$ cat config.mk
export PLATFORM = sky130hd
export DESIGN_NAME = button_cmd_encoder
export DESIGN_NICKNAME = d
export VERILOG_FILES = /design/src/rtl/button_cmd_pkg.sv /design/src/rtl/key_debounce.sv /design/src/rtl/button_cmd_encoder.sv
export SDC_FILE = /design/constraint.sdc
export NUM_CORES = 1
export LEC_CHECK = 0
export BUFFER_PORTS_ARGS = -buffer_cell sky130_fd_sc_hd__clkbuf_2
export CELL_PAD_IN_SITES_DETAIL_PLACEMENT = 2
export CELL_PAD_IN_SITES_GLOBAL_PLACEMENT = 2
export CORE_AREA = 2 2 125 79
export CTS_CLUSTER_SIZE = 30
export DETAILED_ROUTE_END_ITERATION = 10
export DIE_AREA = 0 0 127 81
export PLACE_DENSITY_LB_ADDON = 0.1
export SLEW_MARGIN = 20
export SYNTH_ARGS = -nofsm -noshare
export SYNTH_HDL_FRONTEND = slang
export SYNTH_SLANG_ARGS = --single-unit
$ cat constraint.sdc
create_clock -name clk -period 2.4 [get_ports clk]
set_input_delay 0.12 -clock clk [delete_from_list [all_inputs] [get_ports clk]]
set_output_delay 0.12 -clock clk [all_outputs]
set_load 0.02 [all_outputs]
$ cat src/rtl/button_cmd_pkg.sv
// Shared types for the pushbutton command encoder: FSM states, the sel command
// encodings and the press-to-command priority encoder.
package button_cmd_pkg;

    typedef enum logic [1:0] {
        ST_IDLE    = 2'd0,
        ST_ARMED   = 2'd1,
        ST_RELEASE = 2'd2
    } state_e;

    typedef enum logic [1:0] {
        CMD_HOLD  = 2'b00,
        CMD_DEC   = 2'b01,
        CMD_INC   = 2'b10,
        CMD_BLANK = 2'b11
    } cmd_e;

    localparam logic KEY_RELEASED = 1'b1;
    localparam logic KEY_PRESSED  = 1'b0;

    // Simultaneous inc+dec is treated as a blank request.
    function automatic cmd_e encode_cmd(input logic inc, input logic dec, input logic blank);
        cmd_e cmd;
        cmd = CMD_HOLD;
        if (blank || (inc && dec)) begin
            cmd = CMD_BLANK;
        end else if (inc) begin
            cmd = CMD_INC;
        end else if (dec) begin
            cmd = CMD_DEC;
        end
        return cmd;
    endfunction

endpackage

$ cat src/rtl/key_debounce.sv
// One active-low pushbutton: 2-flop synchronizer, mismatch-count debouncer and
// a registered one-cycle pulse on each debounced released->pressed transition.
module key_debounce
    import button_cmd_pkg::*;
#(
    parameter int DEBOUNCE_CYCLES = 1000000
) (
    input  logic clk,
    input  logic rst,
    input  logic key_i,
    output logic level_o,
    output logic press_o
);

    localparam int              CW       = (DEBOUNCE_CYCLES > 1) ? $clog2(DEBOUNCE_CYCLES) : 1;
    localparam logic [CW-1:0]   CNT_LAST = CW'(DEBOUNCE_CYCLES - 1);

    logic [1:0]    sync_q;
    logic          level_q, level_d;
    logic          press_q, press_d;
    logic [CW-1:0] cnt_q, cnt_d;
    logic          mismatch;

    assign mismatch = (sync_q[1] != level_q);

    // NOTE: defaults first so every path assigns every signal; no latch can be inferred.
    always_comb begin
        level_d = level_q;
        press_d = 1'b0;
        cnt_d   = '0;
        if (mismatch) begin
            // Flip on the DEBOUNCE_CYCLES-th consecutive mismatch; clearing here keeps the counter from wrapping.
            if (cnt_q == CNT_LAST) begin
                level_d = sync_q[1];
                press_d = (sync_q[1] == KEY_PRESSED);
            end else begin
                cnt_d = cnt_q + 1'b1;
            end
        end
    end

    // NOTE: non-blocking assignments so every flop samples pre-edge values.
    always_ff @(posedge clk or posedge rst) begin
        if (rst) begin
            sync_q  <= {2{KEY_RELEASED}};
            level_q <= KEY_RELEASED;
            press_q <= 1'b0;
            cnt_q   <= '0;
        end else begin
            sync_q  <= {sync_q[0], key_i};
            level_q <= level_d;
            press_q <= press_d;
            cnt_q   <= cnt_d;
        end
    end

    assign level_o = level_q;
    assign press_o = press_q;

endmodule

$ cat src/rtl/button_cmd_encoder.sv
// Turns debounced inc/dec/blank presses into a 2-bit command that is offered to
// the downstream state machine for exactly one tick, then re-armed after release.
module button_cmd_encoder
    import button_cmd_pkg::*;
#(
    parameter int DEBOUNCE_CYCLES = 1000000
) (
    input  logic clk,
    input  logic rst,
    input  logic key_inc,
    input  logic key_dec,
    input  logic key_blank,
    input  logic tick,
    output logic sel1,
    output logic sel0,
    output logic busy
);

    // Bit order for level/press: 0 = inc, 1 = dec, 2 = blank.
    logic [2:0] level;
    logic [2:0] press;

    key_debounce #(.DEBOUNCE_CYCLES(DEBOUNCE_CYCLES)) u_key_inc (
        .clk     (clk),
        .rst     (rst),
        .key_i   (key_inc),
        .level_o (level[0]),
        .press_o (press[0])
    );

    key_debounce #(.DEBOUNCE_CYCLES(DEBOUNCE_CYCLES)) u_key_dec (
        .clk     (clk),
        .rst     (rst),
        .key_i   (key_dec),
        .level_o (level[1]),
        .press_o (press[1])
    );

    key_debounce #(.DEBOUNCE_CYCLES(DEBOUNCE_CYCLES)) u_key_blank (
        .clk     (clk),
        .rst     (rst),
        .key_i   (key_blank),
        .level_o (level[2]),
        .press_o (press[2])
    );

    state_e state_q, state_d;
    cmd_e   cmd_q, cmd_d;
    cmd_e   sel_q, sel_d;
    logic   busy_q, busy_d;

    always_comb begin
        state_d = state_q;
        cmd_d   = cmd_q;
        case (state_q)
            ST_IDLE: begin
                if (|press) begin
                    cmd_d   = encode_cmd(press[0], press[1], press[2]);
                    state_d = ST_ARMED;
                end
            end
            ST_ARMED: begin
                if (tick) begin
                    state_d = ST_RELEASE;
                end
            end
            ST_RELEASE: begin
                if (&level) begin
                    state_d = ST_IDLE;
                end
            end
            default: state_d = ST_IDLE;
        endcase
        // Outputs are decoded from next state so the flops below present them with no input-to-output path.
        sel_d  = (state_d == ST_ARMED) ? cmd_d : CMD_HOLD;
        busy_d = (state_d != ST_IDLE);
    end

    always_ff @(posedge clk or posedge rst) begin
        if (rst) begin
            state_q <= ST_IDLE;
            cmd_q   <= CMD_HOLD;
            sel_q   <= CMD_HOLD;
            busy_q  <= 1'b0;
        end else begin
            state_q <= state_d;
            cmd_q   <= cmd_d;
            sel_q   <= sel_d;
            busy_q  <= busy_d;
        end
    end

    assign sel1 = sel_q[1];
    assign sel0 = sel_q[0];
    assign busy = busy_q;

endmodule

==> metrics, run 1 <==
status=completed; Adder-Cell Fraction of Synth Area=0.01026; Slew Limit Headroom=0.5676; skew final=about 0.011 ns; worst skew pair latency=~0.34 ns; Sw Share=0.2165; period utilization=0.9077; die width=127 um; H-tree levels=3; CTS buffer count=9; clk slew on worst S/H paths=0.06 ns; Core ar.=approximately 9300 um2; Final Instance Count excl. Fillers=516; postcts setup bufs=0; Compound-Gate Fraction of Synth Area=0.05506; gpl congestion=approximately 0.79; drt wl/cell=around 18 um; largest family of logic cells by synthesized area=simple AND/OR/NAND/NOR gates; share of layout cells above drive strength 1=0.1490; Logic pwr share=0.031; post-synthesis xor/xnor area fraction=0.1029; commonest non-fill, non-tap cells in the layout=70 x dfrtp_1, 57 x nor2_1, 28 x xnor2_1, 25 x nand2_1, 19 x nand3_1; actual slew at the worst max-slew pin=0.6427 ns; Final #Nets=400; Post-Route WL=a little over 9000 um; pin count of the biggest net entering global routing=80; Final Cell Area=about 4300 um2; first-pass GRT wire length=15680 um; Synth Cell Area=approximately 3700 um2; DRT iter0 DRCs=109; Initial Util=0.3926; RSZ-0062 raised after global routing=no; initial antenna violation count=0; via count=about 2.8k; peak supply drop=roughly 460 uV; DRC=0; # Max-Cap Violations=0; count of cell types in the netlist=39; Mapped Avg Cell Area=around 10 um2; Final setup viols=0; dpl hpwl=between 6000 and 7000 um; simple-gate area share of the yosys netlist=0.2469; Die H=roughly 80 um; Internal=around 2.3 mW; gr ovfl total=0; Crit Path Class=reg -> reg; placed cells=496; Hold Crit Class=in -> reg; Max FO, Critical Path=6; largest buffer count on any clock path=2; Clock Tree Root=clkbuf_16; CP startpoint kind=flip-flop; CTS resizes=0; WHS=0.08693 ns; vias in the first global route=3059; IO buf count=8; required time of the critical path=about 2.7 ns; Placement Rows=28; net count after synthesis=368; Power Total=around 3 mW; mux contribution to synthesized area=0.02018; Detail Route Antenna Nets=0; CP arrival=2.45 ns; Post-CTS Hold Buffers=4; Yosys warning count=0; Pre-antenna DRT Iters=4; final slew viol count=0; clock power share=0.501; Psw=around 0.63 mW; DP Area=between 3000 and 4000 um2; power density over the cells=approximately 700 nW/um2; vias per inst=about 5.4; # diodes=0; Lkg Pwr=about 1.8 nW; Total Routing Usage GR=0.1976; DIE AREA=slightly above 10000 um2; Sinks on Clock Net=79; Layout area overhead=17.68%; commonest non-fill, non-tap cell in the layout=dfrtp_1; CP endpoint kind=flip-flop; register bit total from synthesis=between 70 and 80; Final Hold Vio Count=0; TritonCTS clock tree=built; min cycle time layout=2.179 ns; I/O pins=9; Cells after Synth=359; Seq pwr share=0.468; fmax=0.4590 GHz; sequential fraction of the synthesis area=0.5434; Total Neg Setup Slack=0 ns
final timing paths:
check / cells after the start / to / slack [ns] / from
min in group asynchronous: 4 / u_key_blank.cnt_q[4] / 0.39 / rst
setup / recovery: 4 / u_key_inc.level_o / 0.22 / u_key_inc.cnt_q[12]
hold / removal: 3 / state_q[1] / 0.09 / tick
max in group asynchronous: 4 / u_key_inc.sync_q[1] / 1.63 / rst
hold reg to reg: 0 / u_key_inc.sync_q[1] / 0.36 / u_key_inc.sync_q[0]
setup reg to reg: 4 / u_key_inc.level_o / 0.22 / u_key_inc.cnt_q[12]
through the flow:
step | utilization | setup slack (ns)
floorplan | - | 0.2715
global placement | 0.4240 | 0.2941
detailed placement | 0.4240 | 0.1952
CTS | 0.4620 | 0.1910
global route | 0.4620 | 0.1342
finish | 0.4620 | 0.2215
state kept, by name (all words and copies together), names as in the netlist:
register / count
u_key_inc.cnt_q: 20
u_key_inc.sync_q: 2
busy: 1
u_key_inc.level_o: 1
u_key_dec.cnt_q: 20
state_q: 2
cmd_q: 2
sel_q: 2
u_key_dec.level_o: 1
u_key_dec.press_o: 1
u_key_blank.press_o: 1
u_key_inc.press_o: 1
u_key_dec.sync_q: 2
u_key_blank.cnt_q: 20
u_key_blank.sync_q: 2
u_key_blank.level_o: 1
power groups by stage:
stage | clock network [mW] | logic [mW] | registers (mW)
after floorplan | 0 | 0.0561 | 1.39
final | 1.47 | 0.0921 | 1.37
after CTS | 1.51 | 0.0971 | 1.37
after global routing | 1.57 | 0.107 | 1.37
after global placement | 0 | 0.0873 | 1.39
after detailed placement | 0 | 0.0909 | 1.39
worst max-delay path, cell delays in order, from the launching register on:
cell     delay (ns)
dfrtp_1        0.45
or4_1          0.56
or4_4          0.54
nor2_2         0.21
mux2_2         0.35
cell usage after synthesis:
cell      count  area (um2)
o31ai_1       3       22.52
buf_6         1       11.26
a31oi_1       1       6.260
nor2_1       57       214.0
and3b_1       3       26.28
nand2_1      25       93.84
ha_1          3       37.54
nor3_1       12       60.06
o21ai_4       1       16.27
nor4_1       11       68.82
clkbuf_1      2       7.510
mux2_2        3       33.78
nand3_1      19       95.09
buf_2         2       10.01
dfrtp_1      70        1752
or3_1         2       12.51
o21ai_1       2       10.01
xor2_1       15       131.4
or2_2         1       6.260
or4b_2        3       30.03
inv_1        13       48.80
and4_1        2       17.52
nand4_1      15       93.84
o21ai_0      12       60.06
nand2b_1      1       6.260
a211o_1       1       8.760
and3_1        8       50.05
nand4b_1      2       17.52
or4b_1        2       20.02
or4_1         6       45.04
and2_1        3       18.77
nor4bb_1      1       10.01
mux2i_1       4       40.04
a31o_2        2       17.52
nor2_2        1       6.260
or4_4         1       11.26
xnor2_1      28       245.2
dfstp_2       9       236.5
a21oi_1      12       60.06
layout make-up:
type | instances | area (um2)
multi-input combinational | 262 | 1593
sequential | 79 | 1988
clock buffer | 10 | 229.0
fill | 1001 | 5014
tap | 120 | 150.1
clock inverter | 6 | 85.08
inverter | 13 | 50.05
timing repair buffer | 26 | 210.2
cells by family (layout without fill, tap and decap cells):
| logic type | Yosys count | after routing |
|---|---|---|
| compound gates | 34 | 34 |
| xor+xnor | 43 | 43 |
| fa+ha+maj | 3 | 3 |
| buf+inv | 18 | 55 |
| flops | 79 | 79 |
| mux | 7 | 7 |
| simple gates | 175 | 175 |
metal layers:
metal / wire length, um / GRT usage / vias up
met5: 0 / 0 / -
met4: 129 / 0.06264 / 0
li1: - / - / 1320
met1: 4709 / 0.2801 / 1430
met2: 4032 / 0.2978 / 21
met3: 219 / 0.05138 / 9
(Power assumes the default switching activity.)
==> run 2: changes to the inputs <==
--- a/config.mk
+++ b/config.mk
@@ -5,6 +5,7 @@
 export SDC_FILE = /design/constraint.sdc
 export NUM_CORES = 1
 export LEC_CHECK = 0
+export ABC_CLOCK_PERIOD_IN_PS = 2400
 export BUFFER_PORTS_ARGS = -buffer_cell sky130_fd_sc_hd__clkbuf_2
 export CELL_PAD_IN_SITES_DETAIL_PLACEMENT = 2
 export CELL_PAD_IN_SITES_GLOBAL_PLACEMENT = 2
@@ -12,7 +13,8 @@
 export CTS_CLUSTER_SIZE = 30
 export DETAILED_ROUTE_END_ITERATION = 10
 export DIE_AREA = 0 0 127 81
-export PLACE_DENSITY_LB_ADDON = 0.1
+export PLACE_DENSITY = 0.78
+export REMOVE_ABC_BUFFERS = 1
 export SLEW_MARGIN = 20
 export SYNTH_ARGS = -nofsm -noshare
 export SYNTH_HDL_FRONTEND = slang
==> run 2 against run 1 <==
Against the previous run: clock skew decreased by 0.0033 ns; combinational power decreased by 2.7%; non-clock buffer count shrank 4; count of clock-buffer cells in the layout increased by 2; via count increased by 0.72%; global-route usage grew 2.0 points; cell count fell by 0.78%.
==> metrics, run 2 (synthesized netlist as in run 1, its figures left out) <==
status=completed; final setup margin=0.1930 ns (-0.02848 ns); Pre-antenna DRT Iters=4 (unchanged); CP startpoint kind=flip-flop; via count=2800 (+0.72%); Layout area overhead=17.31%; skew final=0.007301 ns (-0.003326 ns); worst skew pair latency=0.34 ns (about the same); # diodes=0 (unchanged); vias in the first global route=3168 (+3.6%); Post-Route WL=10070 um (+11%); Detail Route Antenna Nets=0 (unchanged); # Max-Cap Violations=0 (unchanged); DRC=0 (unchanged); commonest non-fill, non-tap cell in the layout=dfrtp_1; dpl hpwl=6716 um (+8.6%); WHS=0.09892 ns (+0.01199 ns); I/O pins=9 (unchanged); Clock Tree Root=clkbuf_16; post-place setup slack=0.2387 ns (+0.04352 ns); Lkg Pwr=1.764 nW (-0.45%); share of layout cells above drive strength 1=0.1429 (-0.006133); Hold Crit Class=in -> reg; Final setup viols=0 (unchanged); actual slew at the worst max-slew pin=0.7002 ns (+0.05758 ns); pin count of the biggest net entering global routing=61 (-24%); period utilization=0.9196 (+0.01187); required time of the critical path=2.67 ns (about the same); gr ovfl total=0 (unchanged); CP arrival=2.48 ns (+0.03 ns); peak supply drop=395.5 uV (-14%); CTS buffer count=9 (unchanged); DRT iter0 DRCs=182 (+67%); drt wl/cell=19.67 um (+12%); Final #Nets=396 (-1.0%); Core ar.=9319 um2 (unchanged); Placement Rows=28 (unchanged); final slew viol count=0 (unchanged); first-pass GRT wire length=16920 um (+7.9%); min cycle time layout=2.207 ns (+0.02848 ns); largest buffer count on any clock path=2 (unchanged); Total Routing Usage GR=0.2175 (+0.01991); TritonCTS clock tree=built; Max FO, Critical Path=6 (unchanged); CP endpoint kind=flip-flop; vias per inst=5.469 (+1.5%); fmax=0.4531 GHz (-1.3%); die width=127 um (unchanged); Final Hold Vio Count=0 (unchanged); Regs by FF count=u_key_blank.cnt_q (20), u_key_dec.cnt_q (20), u_key_inc.cnt_q (20); Initial Util=0.3926 (unchanged); CTS resizes=0 (unchanged); initial antenna violation count=0 (unchanged); power density over the cells=698.0 nW/um2 (+2.7%); Slew Limit Headroom=0.5289 (-0.03874); H-tree levels=3 (unchanged); Crit Path Class=reg -> reg; clk slew on worst S/H paths=0.06 ns (about the same); Power Total=2.996 mW (+2.4%); IO buf count=8 (unchanged); gpl congestion=0.7547 (-4.0%); Die H=81 um (unchanged); Sinks on Clock Net=79 (unchanged); RSZ-0062 raised after global routing=no; commonest non-fill, non-tap cells in the layout=70 x dfrtp_1, 57 x nor2_1, 28 x xnor2_1, 25 x nand2_1, 19 x nand3_1; DIE AREA=10290 um2 (unchanged)
[run 2: cell count changes in the layout (fill, tap and decap cells not counted)]
cell	before	now
buf_4	12	9
clkbuf_8	0	3
clkinv_2	3	1
buf_12	2	1
clkbuf_1	1	0
clkinv_4	0	1
clkinvlp_4	2	1
[run 2: per-layer routing]
layer  vias to the layer above  global-route usage  share of wire
met2                        17              0.3656           0.48
met3                        11             0.04743          0.018
met5                         -                   0              0
li1                       1313                   -              -
met4                         0             0.05934          0.012
met1                      1459              0.2888           0.49
[run 2: path summary, 6_finish.rpt]
check | cells after the start | slack (ns) | to | startpoint
worst max register to register | 4 | 0.19 | u_key_inc.level_o | u_key_inc.cnt_q[12]
min in group asynchronous | 3 | 0.30 | u_key_dec.cnt_q[10] | rst
worst max-delay path | 4 | 0.19 | u_key_inc.level_o | u_key_inc.cnt_q[12]
worst min register to register | 0 | 0.36 | u_key_dec.sync_q[1] | u_key_dec.sync_q[0]
max in group asynchronous | 4 | 1.41 | u_key_dec.level_o | rst
worst min-delay path | 3 | 0.1 | state_q[1] | tick
[run 2: worst max-delay path, cell delays in order, from the launching register on]
cell	delay, ns
dfrtp_1	0.46
or4_1	0.57
or4_4	0.53
nor2_2	0.22
mux2_2	0.36
[run 2: what timing repair did]
item / CTS / global route
setup endpoints to repair: 0 / 0
setup buffers: 0 / 0
endpoints found under the hold margin: 22 / 0
hold buffers: 4 / 0
[run 2: report_power, final]
part / internal (mW) / switching [mW] / leakage, nW
sequential: 1.35 / 0.0151 / 1.06
clock: 0.997 / 0.540 / 0.165
combinational: 0.0287 / 0.0610 / 0.534
total: 2.38 / 0.616 / 1.76
[run 2: area by class of cell]
cell class	count	area [um2]
multi-input cells	262	1593
flip-flops and latches	79	1988
clock buffers	12	266.5
well taps	120	150.1
fillers	956	5027
inverters	13	50.05
repair buffers	22	167.7
clock inverters	4	76.32
[run 2: through the flow]
stage | area, um2 | TNS, ns | utilization | instances
after floorplan | 3630 | -0.1683 | - | 354
after global placement | 3909 | 0 | 0.4194 | 492
after detailed placement | 3909 | 0 | 0.4194 | 492
after CTS | 4292 | 0 | 0.4605 | 512
after global routing | 4292 | 0 | 0.4605 | 512
final | 4292 | 0 | 0.4605 | 512
